<file path="src/rtl/univ_shift_reg_pkg.sv">
// rtl/univ_shift_reg_pkg.sv - mode and direction encodings for the universal shift register
package univ_shift_reg_pkg;

  // Operation select driven on the mode port
  typedef enum logic [1:0] {
    MODE_HOLD = 2'b00,
    MODE_SHL  = 2'b01,
    MODE_SHR  = 2'b10,
    MODE_LOAD = 2'b11
  } mode_e;

  // Direction of the most recent shift; selects which end drives so
  typedef enum logic {
    DIR_LEFT  = 1'b0,
    DIR_RIGHT = 1'b1
  } dir_e;

endpackage

</file>
<file path="src/rtl/shift_frame_counter.sv">
// rtl/shift_frame_counter.sv - counts shifted bits per frame and pulses frame_done on wrap
module shift_frame_counter
  import univ_shift_reg_pkg::*;
#(
  parameter int WIDTH = 8,
  parameter int CNT_W = $clog2(WIDTH + 1)
) (
  input  logic clk,
  input  logic clear,
  input  logic shift_evt,
  input  logic restart,
  output logic frame_done
);

  logic [CNT_W-1:0] cnt_q, cnt_d;
  logic             done_q, done_d;

  // Next count: restart wins, the WIDTH-th shift wraps to 0 and raises done for one cycle
  always_comb begin
    cnt_d  = cnt_q;
    done_d = 1'b0;
    if (restart) begin
      cnt_d = '0;
    end else if (shift_evt) begin
      if (cnt_q == CNT_W'(WIDTH - 1)) begin
        cnt_d  = '0;
        done_d = 1'b1;
      end else begin
        cnt_d = cnt_q + 1'b1;
      end
    end
  end

  // Counter and pulse registers; clear discards any partial frame immediately
  always_ff @(posedge clk or posedge clear) begin
    if (clear) begin
      cnt_q  <= '0;
      done_q <= 1'b0;
    end else begin
      cnt_q  <= cnt_d;
      done_q <= done_d;
    end
  end

  assign frame_done = done_q;

endmodule

</file>
<file path="src/rtl/univ_shift_reg.sv">
// rtl/univ_shift_reg.sv - universal shift register with hold/shl/shr/load and frame tracking
module univ_shift_reg
  import univ_shift_reg_pkg::*;
#(
  parameter int WIDTH = 8
) (
  input  logic             clk,
  input  logic             clear,
  input  logic             en,
  input  logic [1:0]       mode,
  input  logic             si_r,
  input  logic             si_l,
  input  logic [WIDTH-1:0] pin,
  output logic [WIDTH-1:0] pout,
  output logic             so,
  output logic             frame_done
);

  localparam int CNT_W = $clog2(WIDTH + 1);

  logic [WIDTH-1:0] q_q, q_d;
  dir_e             dir_q, dir_d;
  logic             shift_evt;
  logic             restart;

  // Mode mux; en low degrades every mode to HOLD
  always_comb begin
    q_d       = q_q;
    dir_d     = dir_q;
    shift_evt = 1'b0;
    restart   = 1'b0;
    if (en) begin
      case (mode_e'(mode))
        MODE_SHL: begin
          q_d       = {q_q[WIDTH-2:0], si_r};
          dir_d     = DIR_LEFT;
          shift_evt = 1'b1;
        end
        MODE_SHR: begin
          q_d       = {si_l, q_q[WIDTH-1:1]};
          dir_d     = DIR_RIGHT;
          shift_evt = 1'b1;
        end
        MODE_LOAD: begin
          q_d     = pin;
          restart = 1'b1;
        end
        default: begin
          q_d = q_q;
        end
      endcase
    end
  end

  // Data and direction registers
  always_ff @(posedge clk or posedge clear) begin
    if (clear) begin
      q_q   <= '0;
      dir_q <= DIR_LEFT;
    end else begin
      q_q   <= q_d;
      dir_q <= dir_d;
    end
  end

  shift_frame_counter #(
    .WIDTH(WIDTH),
    .CNT_W(CNT_W)
  ) u_frame_counter (
    .clk       (clk),
    .clear     (clear),
    .shift_evt (shift_evt),
    .restart   (restart),
    .frame_done(frame_done)
  );

  assign pout = q_q;
  // so comes only from registers: the end that the last shift moved toward
  assign so   = (dir_q == DIR_LEFT) ? q_q[WIDTH-1] : q_q[0];

endmodule
</file>
<file path="config.mk">
export PLATFORM = sky130hd
export DESIGN_NAME = univ_shift_reg
export DESIGN_NICKNAME = d
export VERILOG_FILES = /design/src/rtl/univ_shift_reg_pkg.sv /design/src/rtl/shift_frame_counter.sv /design/src/rtl/univ_shift_reg.sv
export SDC_FILE = /design/constraint.sdc
export NUM_CORES = 1
export LEC_CHECK = 0
export ABC_AREA = 1
export BUFFER_PORTS_ARGS = -buffer_cell sky130_fd_sc_hd__buf_2
export CORE_MARGIN = 4
export CORE_UTILIZATION = 45
export DETAILED_ROUTE_END_ITERATION = 10
export GPL_TIMING_DRIVEN = 0
export PLACE_DENSITY_LB_ADDON = 0.15
export SYNTH_ARGS = -nofsm -noshare
export SYNTH_HDL_FRONTEND = slang
export SYNTH_SLANG_ARGS = --single-unit
export TNS_END_PERCENT = 5
</file>
<file path="constraint.sdc">
create_clock -name clk -period 1.62 [get_ports clk]
set_input_delay 0.162 -clock clk [delete_from_list [all_inputs] [get_ports clk]]
set_output_delay 0.162 -clock clk [all_outputs]
set_load 0.03 [all_outputs]
</file>
Word-level counts from Yosys, hierarchy flattened
Index checks and enable logic that the tools add are counted.
{ "op_classes": {"n_addsub": 1, "reduce_logical": 6, "eq_ne": 4, "mux": 13} }
{ "ops": {"columns": ["op", "count"], "rows": [
  ["one-hot mux 8 bit (3 select lines)", 1],
  ["two-way mux 4 bit", 3],
  ["two-way mux 1 bit", 8],
  ["adder 4 x 1 -> 4 bit, second input constant", 1],
  ["equality test 2 bit, second input constant", 2],
  ["equality test 4 x 3 -> 1 bit, second input constant", 1],
  ["AND reduction 2 bit", 2],
  ["nonzero test 2 bit", 2],
  ["nonzero test 3 bit", 1],
  ["equality test 2 x 1 -> 1 bit, second input constant", 1],
  ["one-hot mux 1 bit (2 select lines)", 1],
  ["OR reduction 2 bit", 1]
]} }
{ "totals": {"word_cells": 28, "register_bits": 14, "out_inout_bits": 10, "inputBits": 15} }

Depth between registers and ports, before layout
Gate-level depths: netlist of the first run.
{ "depth": {"ltp_word": 6, "depth_mapped": 9, "depth_no_buf": 8} }

By module
A second synthesis of the first run with hierarchy kept.
{ "hier_totals": {"cells_unflattened": 131, "hier_area_um2": 909.6} }
{ "modules_own_cells": {"columns": ["module", "cells_each", "n_inst", "seq_area_each_um2", "area_per_inst_um2"], "rows": [
  ["univ_shift_reg", 103, 1, 225.2, 665.6],
  ["shift_frame_counter", 28, 1, 125.1, 244.0]
]} }

Least setup slack after synthesis of the first run
OpenSTA, ideal clock, no wires.
{ "synth_timing": {"path_kind": "reg2out", "from": "register q_q[0], in the netlist pout[0]", "to": "output port so", "arrival_time_ns": 0.877, "path_stages_with_launch": 2, "required_time_ns": 1.458, "n_path_buf": 0, "setup_slack_ns": 0.581, "path_cell_list": "dfrtp_1 -> mux2_2"} }
{ "synth_via": {"elab_chain_len": 1} }
{ "synth_lines": {"columns": ["item", "line", "text"], "rows": [
  ["from (decl)", "univ_shift_reg.sv:21", "logic [WIDTH-1:0] q_q, q_d;"],
  ["from (signal assigned)", "univ_shift_reg.sv:61", "q_q <= q_d;"],
  ["two-way mux 1 bit", "univ_shift_reg.sv:79", "assign so = (dir_q == DIR_LEFT) ? q_q[WIDTH-1] : q_q[0];"],
  ["to (decl)", "univ_shift_reg.sv:15", "output logic so,"]
]} }
No other way between the ends.

Worst setup path in the final report of the first run
{ "layout_timing": {"from": "register q_q[7], in the netlist pout[7]", "to": "output port so"} }
The elaborated chain is that of the path after synthesis.

==> out/metrics.cfg, run 1 <==
[run_status]
status=complete, no violations

[power]
pwr-share-seq_pct=44.3
p_per_area_nw_per_um2=994.3
p_leak_uw=0.0006874
power_uw=1096
ir_worst_vdd_v=0.0006809
clkPwrFrac_pct=23.5
sw_frac_of_total_pct=38.25
p_sw_uw=419.2
comb_power_share_pct=32.3
power.internal_uw=676.9

[setup_path]
cpPeakStageDelay_ps=420
path_class=register to primary output
required_ps=1460
start_kind=register
cp_slowest_cell=dfrtp_1
critPathCapture=so
r2r_slack_ps=570
startpoint=pout[7]$_DFFE_PP0P_
worst-path-buf-inv=1
crit_chain=mux2_2, buf_2
cp.depth=2
arrival_ps=1140
rr_worst_depth=4
endpoint_kind=primary output
r2r_end=u_frame_counter.cnt_q[0]$_DFFE_PP0P_
crit_family=flip-flops
crit_fanout=4
r2r-start=u_frame_counter.cnt_q[0]$_DFFE_PP0P_

[yosys]
synth_nets=152
syn-cell-area_um2=904.6
yosys_most_used_dff=dfrtp_1
yosysMostFrequentCell=nand2_1
synthCells=133
yosys.area.top_type=dfrtp_1
synth_warnings=0
synth_cell_types=16
ys_async_sr_fraction_pct=100.0
yosys.area.top_type_share_pct=38.73
synthTopCellsByCount=75 x nand2_1, 14 x dfrtp_1, 13 x inv_1, 7 x nand2_2
avgSynthCellArea_um2=6.802
synth_edf_count=0
ys_ff_latch=14
synthTopCellsByArea=dfrtp_1 39%, nand2_1 31%, ha_1 5.5%
seq_area_frac_synth_pct=38.73

[grt]
grtUsageTotal_pct=15.61
antenna_found_initial=0
grt_max_degree=15
overflow=0
grt_pass1_vias=763
grt_pass1_wl_um=3236

[routing]
ant_nets=0
drt-total-wl_um=1864
drt_pass1_iterations=4
vias=836
first_iter_violations=9
drc=0
post_drt_wl_per_cell_um=9.968
routed_via_density=4.471

[final_layout]
num_antenna_cells=0
drive_gt1_share_pct=26.54
design_area_um2=1102
syn2layout_area_growth_pct=21.85
nNetsFinal=182

[die]
io_pins=25
start_util_pct=49.69
coreArea_um2=1821
dieArea_um2=2792
die_w_um=52.84
row_count=15
die_y_um=52.84

[timing]
setup-violations-final=0
hold_ws_ps=173.2
hold_violations=0
fin_skew_ps=11.39
rsz0062_at_grt=no
report.final.slew_viol_count=0
fin_crit_ps=1298
timing.fmax_mhz=770.2
slew_headroom_pct=63.18
tightest_slew_ps=551.7
timing.final.crit_share_pct=80.14
setup_tns_ps=0

[place]
dp_hpwl_um=1399
gp_congestion=0.7803
dpl_cell_area_um2=1056
port_buffers=24

[clocking]
postCtsHoldBufs=1
clk_pin_slew_ps=80
cts_root_buffer=clkbuf_4
postCtsSetupRepairBufs=0
htree_levels=1
cts_buffers=3
clock_latency_ps=280
cts_tree=built
cts_resized=0
clk_path_buf_depth=2
clock_sinks=14

[worst_hold_path]
hold_class=input pin to register

[job]
maxCapViolations=0

tightest hold or removal path, stage by stage:
cell	delay, ps
buf_2	70
nand2_1	40
nand2_1	50
nand2_1	40
nand2_1	50
state kept, by name, summed over array words and instances, names as in the netlist:
signal                      cells
u_frame_counter.cnt_q           4
pout                            8
u_frame_counter.frame_done      1
dir_q                           1
layout by cell type (no fill, tap or decap):
cell and n:
nand3_1 4, clkbuf_8 1, nand2_1 75, buf_6 1
nand4_1 1, ha_1 4, nor2_1 4, o21ai_1 2
clkbuf_4 3, inv_2 3, nor2_4 1, dfrtp_1 14
inv_1 13, buf_2 25, xor2_1 1, nor2_8 1
dlygate4sd3_1 1, mux2_2 1, nand2_2 7
power groups by stage:
stage	combinational, µW	sequential (µW)	clock [µW]
floorplan	187	554	0
global route	405	499	266
CTS	359	485	256
global placement	350	488	0
finish	354	485	257
detailed placement	355	491	0
layer usage:
layer / global-route usage, % / vias to the layer above / wire, µm
met4: 4.681 / 0 / 11
met2: 23.55 / 17 / 793
met3: 2.849 / 2 / 80
li1: - / 456 / -
met5: 0 / - / 0
met1: 22.44 / 361 / 979
cell families (layout without fill, tap and decap cells):
group,Yosys count,in the layout,synth area share [%]
and+or+nand+nor,93,93,43.98
muxes,1,1,1.245
buffers and inverters,18,47,8.437
AOI/OAI and AO/OA,2,2,1.107
adders and majority gates,4,4,5.533
DFF,14,14,38.73
xor gates and xnor gates,1,1,0.9684
final cells by class:
type	instances	area, µm²
buffer	2	16.27
sequential	14	350.3
multi-input combinational	101	478.0
fill	178	718.2
tap	25	31.28
timing repair buffer	25	130.1
inverter	16	60.06
clock buffer	4	36.28
stage by stage:
stage               util (%)  setup WS, ps  std cells
global route           60.55         266.6        187
floorplan                  -         580.9        133
detailed placement     58.01         406.3        182
CTS                    60.55         320.7        187
global placement       58.01         430.2        182
finish                 60.55         321.7        187
worst min-delay path by stage:
stage,from,end,slack [ps],cells after the start
2_1_floorplan,clear,dir_q$_DFFE_PP0P_,50,1
3_3_place_gp,clear,dir_q$_DFFE_PP0P_,230,2
3_5_place_dp,clear,pout[1]$_DFFE_PP0P_,240,2
4_1_cts,si_r,pout[0]$_DFFE_PP0P_,170,5
5_1_grt,si_r,pout[0]$_DFFE_PP0P_,200,5
6_report,si_r,pout[0]$_DFFE_PP0P_,170,5
No activity file was read; power rests on OpenSTA's default activity.
==> run 2, diff against run 1 <==
- clock period: 1.62 -> 1.1 ns (I/O delays scaled with it)
==> out/metrics.cfg, run 2 (synthesized netlist as in run 1, its figures left out) <==
[run_status]
status=finished, violations left
violations=setup timing

[final_layout]
design_area_um2=1130  ; +2.5%
final_cells=189  ; +1.1%
finish.utilization_pct=62.06  ; +1.5 points
nNetsFinal=184  ; +1.1%
syn2layout_area_growth_pct=24.90
drive_gt1_share_pct=28.05  ; +1.5 points
num_antenna_cells=0  ; unchanged
layout_commonest_cell=nand2_1
largest_register_ffs=8  ; unchanged
final_cell_mix=75 x nand2_1, 24 x buf_2, 14 x dfrtp_1

[grt]
antenna_found_initial=0  ; unchanged
grt_max_degree=15  ; unchanged
grtUsageTotal_pct=15.73  ; +0.12 points
grt_pass1_wl_um=3256  ; +0.62%
overflow=0  ; unchanged
grt_pass1_vias=769  ; +0.79%

[setup_path]
r2r_slack_ps=90  ; -480 ps
crit_fanout=2  ; -2
r2r_end=u_frame_counter.cnt_q[3]$_DFFE_PP0P_
worst-path-buf-inv=1  ; unchanged
path_class=register to primary output
rr_worst_depth=6  ; +2
arrival_ps=1120  ; -20 ps
crit_family=flip-flops
cpPeakStageDelay_ps=400  ; -20 ps
required_ps=990  ; -470 ps
r2r-start=u_frame_counter.cnt_q[0]$_DFFE_PP0P_
cp_slowest_cell=dfrtp_1
start_kind=register
endpoint_kind=primary output
crit_chain=mux2_4, buf_6

[die]
die_y_um=52.84  ; unchanged
dieArea_um2=2792  ; unchanged
row_count=15  ; unchanged
die_w_um=52.84  ; unchanged
coreArea_um2=1821  ; unchanged
io_pins=25  ; unchanged
start_util_pct=49.69  ; unchanged

[routing]
first_iter_violations=9  ; unchanged
routed_via_density=4.497  ; +0.60%
vias=850  ; +1.7%
drt-total-wl_um=1898  ; +1.8%
drt_pass1_iterations=4  ; unchanged
drc=0  ; unchanged
post_drt_wl_per_cell_um=10.04  ; +0.75%
ant_nets=0  ; unchanged

[power]
power_uw=1649  ; +50%
ir_worst_vdd_v=0.001032  ; +52%
p_leak_uw=0.0006997  ; +1.8%
p_per_area_nw_per_um2=1460  ; +47%

[worst_hold_path]
hold_class=input pin to register
hold_depth=5  ; unchanged
min_to=pout[0]$_DFFE_PP0P_
hold_start=si_r

[timing]
worst_slack_ps=-134.2  ; -455.9 ps
slew_headroom_pct=62.69  ; -0.49 points
fin_skew_ps=6.323  ; -5.068 ps
report.final.slew_viol_count=0  ; unchanged
timing.fmax_mhz=810.3
tightest_slew_ps=559.1  ; +7.395 ps
setup-violations-final=1  ; +1
setup_tns_ps=-134.2  ; -134.2 ps
fin_crit_ps=1234
timing.final.crit_share_pct=112.2
rsz0062_at_grt=yes
hold_violations=0  ; unchanged

[place]
dp_cells=182  ; unchanged
dp_hpwl_um=1399  ; unchanged
port_buffers=24  ; unchanged
dpl_cell_area_um2=1056  ; unchanged
gp_congestion=0.7803  ; unchanged

[clocking]
clock_latency_ps=280  ; about the same
clk_path_buf_depth=2  ; unchanged
clk_pin_slew_ps=80  ; about the same
cts_buffers=3  ; unchanged
clock_sinks=14  ; unchanged
cts_tree=built
cts_root_buffer=clkbuf_4
htree_levels=1  ; unchanged

[job]
maxCapViolations=0  ; unchanged

[run 2: changes by cell type in the layout (fill, tap and decap cells not counted), sizes merged]
| cell | delta |
|---|---|
| buf | +2 |
[run 2: how the worst max path moves through the flow]
stage          cells after the start                   to  slack, ps                 from
3_5_place_dp                       9  pout[5]$_DFFE_PP0P_        -60              mode[0]
5_1_grt                            2                   so       -170    dir_q$_DFFE_PP0P_
6_report                           2                   so       -130    dir_q$_DFFE_PP0P_
4_1_cts                            2                   so       -130  pout[7]$_DFFE_PP0P_
3_3_place_gp                       9  pout[7]$_DFFE_PP0P_        -40              mode[0]
2_1_floorplan                      1                   so        110  pout[0]$_DFFE_PP0P_
[run 2: per-stage QoR]
step | setup slack (ps) | hold WS (ps)
3_3_place_gp | -37.77 | 177.2
6_report | -134.2 | 121.9
5_1_grt | -171.9 | 146.7
2_1_floorplan | 112.9 | -0.7809
4_1_cts | -126.0 | 121.7
3_5_place_dp | -61.75 | 188.0
[run 2: worst min-delay path: stages]
cell	delay [ps]
buf_2	70
nand2_1	40
nand2_1	50
nand2_1	40
nand2_1	50
[run 2: timing repair]
action                                  CTS  global route
pin swaps                                 0             0
buffers inserted                          0             2
endpoints found under the setup margin    1             4
endpoints found under the hold margin    14             0
resized for setup                         2             2
gates cloned                              0             0
hold buffers                              1             0
[run 2: layout make-up]
type / count / area (µm²)
fillers: 177 / 690.7
multi-input cells: 101 / 484.2
flip-flops and latches: 14 / 350.3
repair buffers: 27 / 151.4
inverters: 16 / 60.06
clock buffers: 4 / 36.28
well taps: 25 / 31.28
plain buffers: 2 / 16.27
[run 2: where the power goes]
group          switching [µW]  internal, µW  total (µW)
logic                     344           216         560
registers                 106           610         717
clock network             171           201         372
[run 2: layer usage]
layer  global-route usage, %  routed length, µm
met5                       0                  0
met4                   4.681                 11
met3                   2.849                108
met2                   23.97                832
met1                   22.44                946
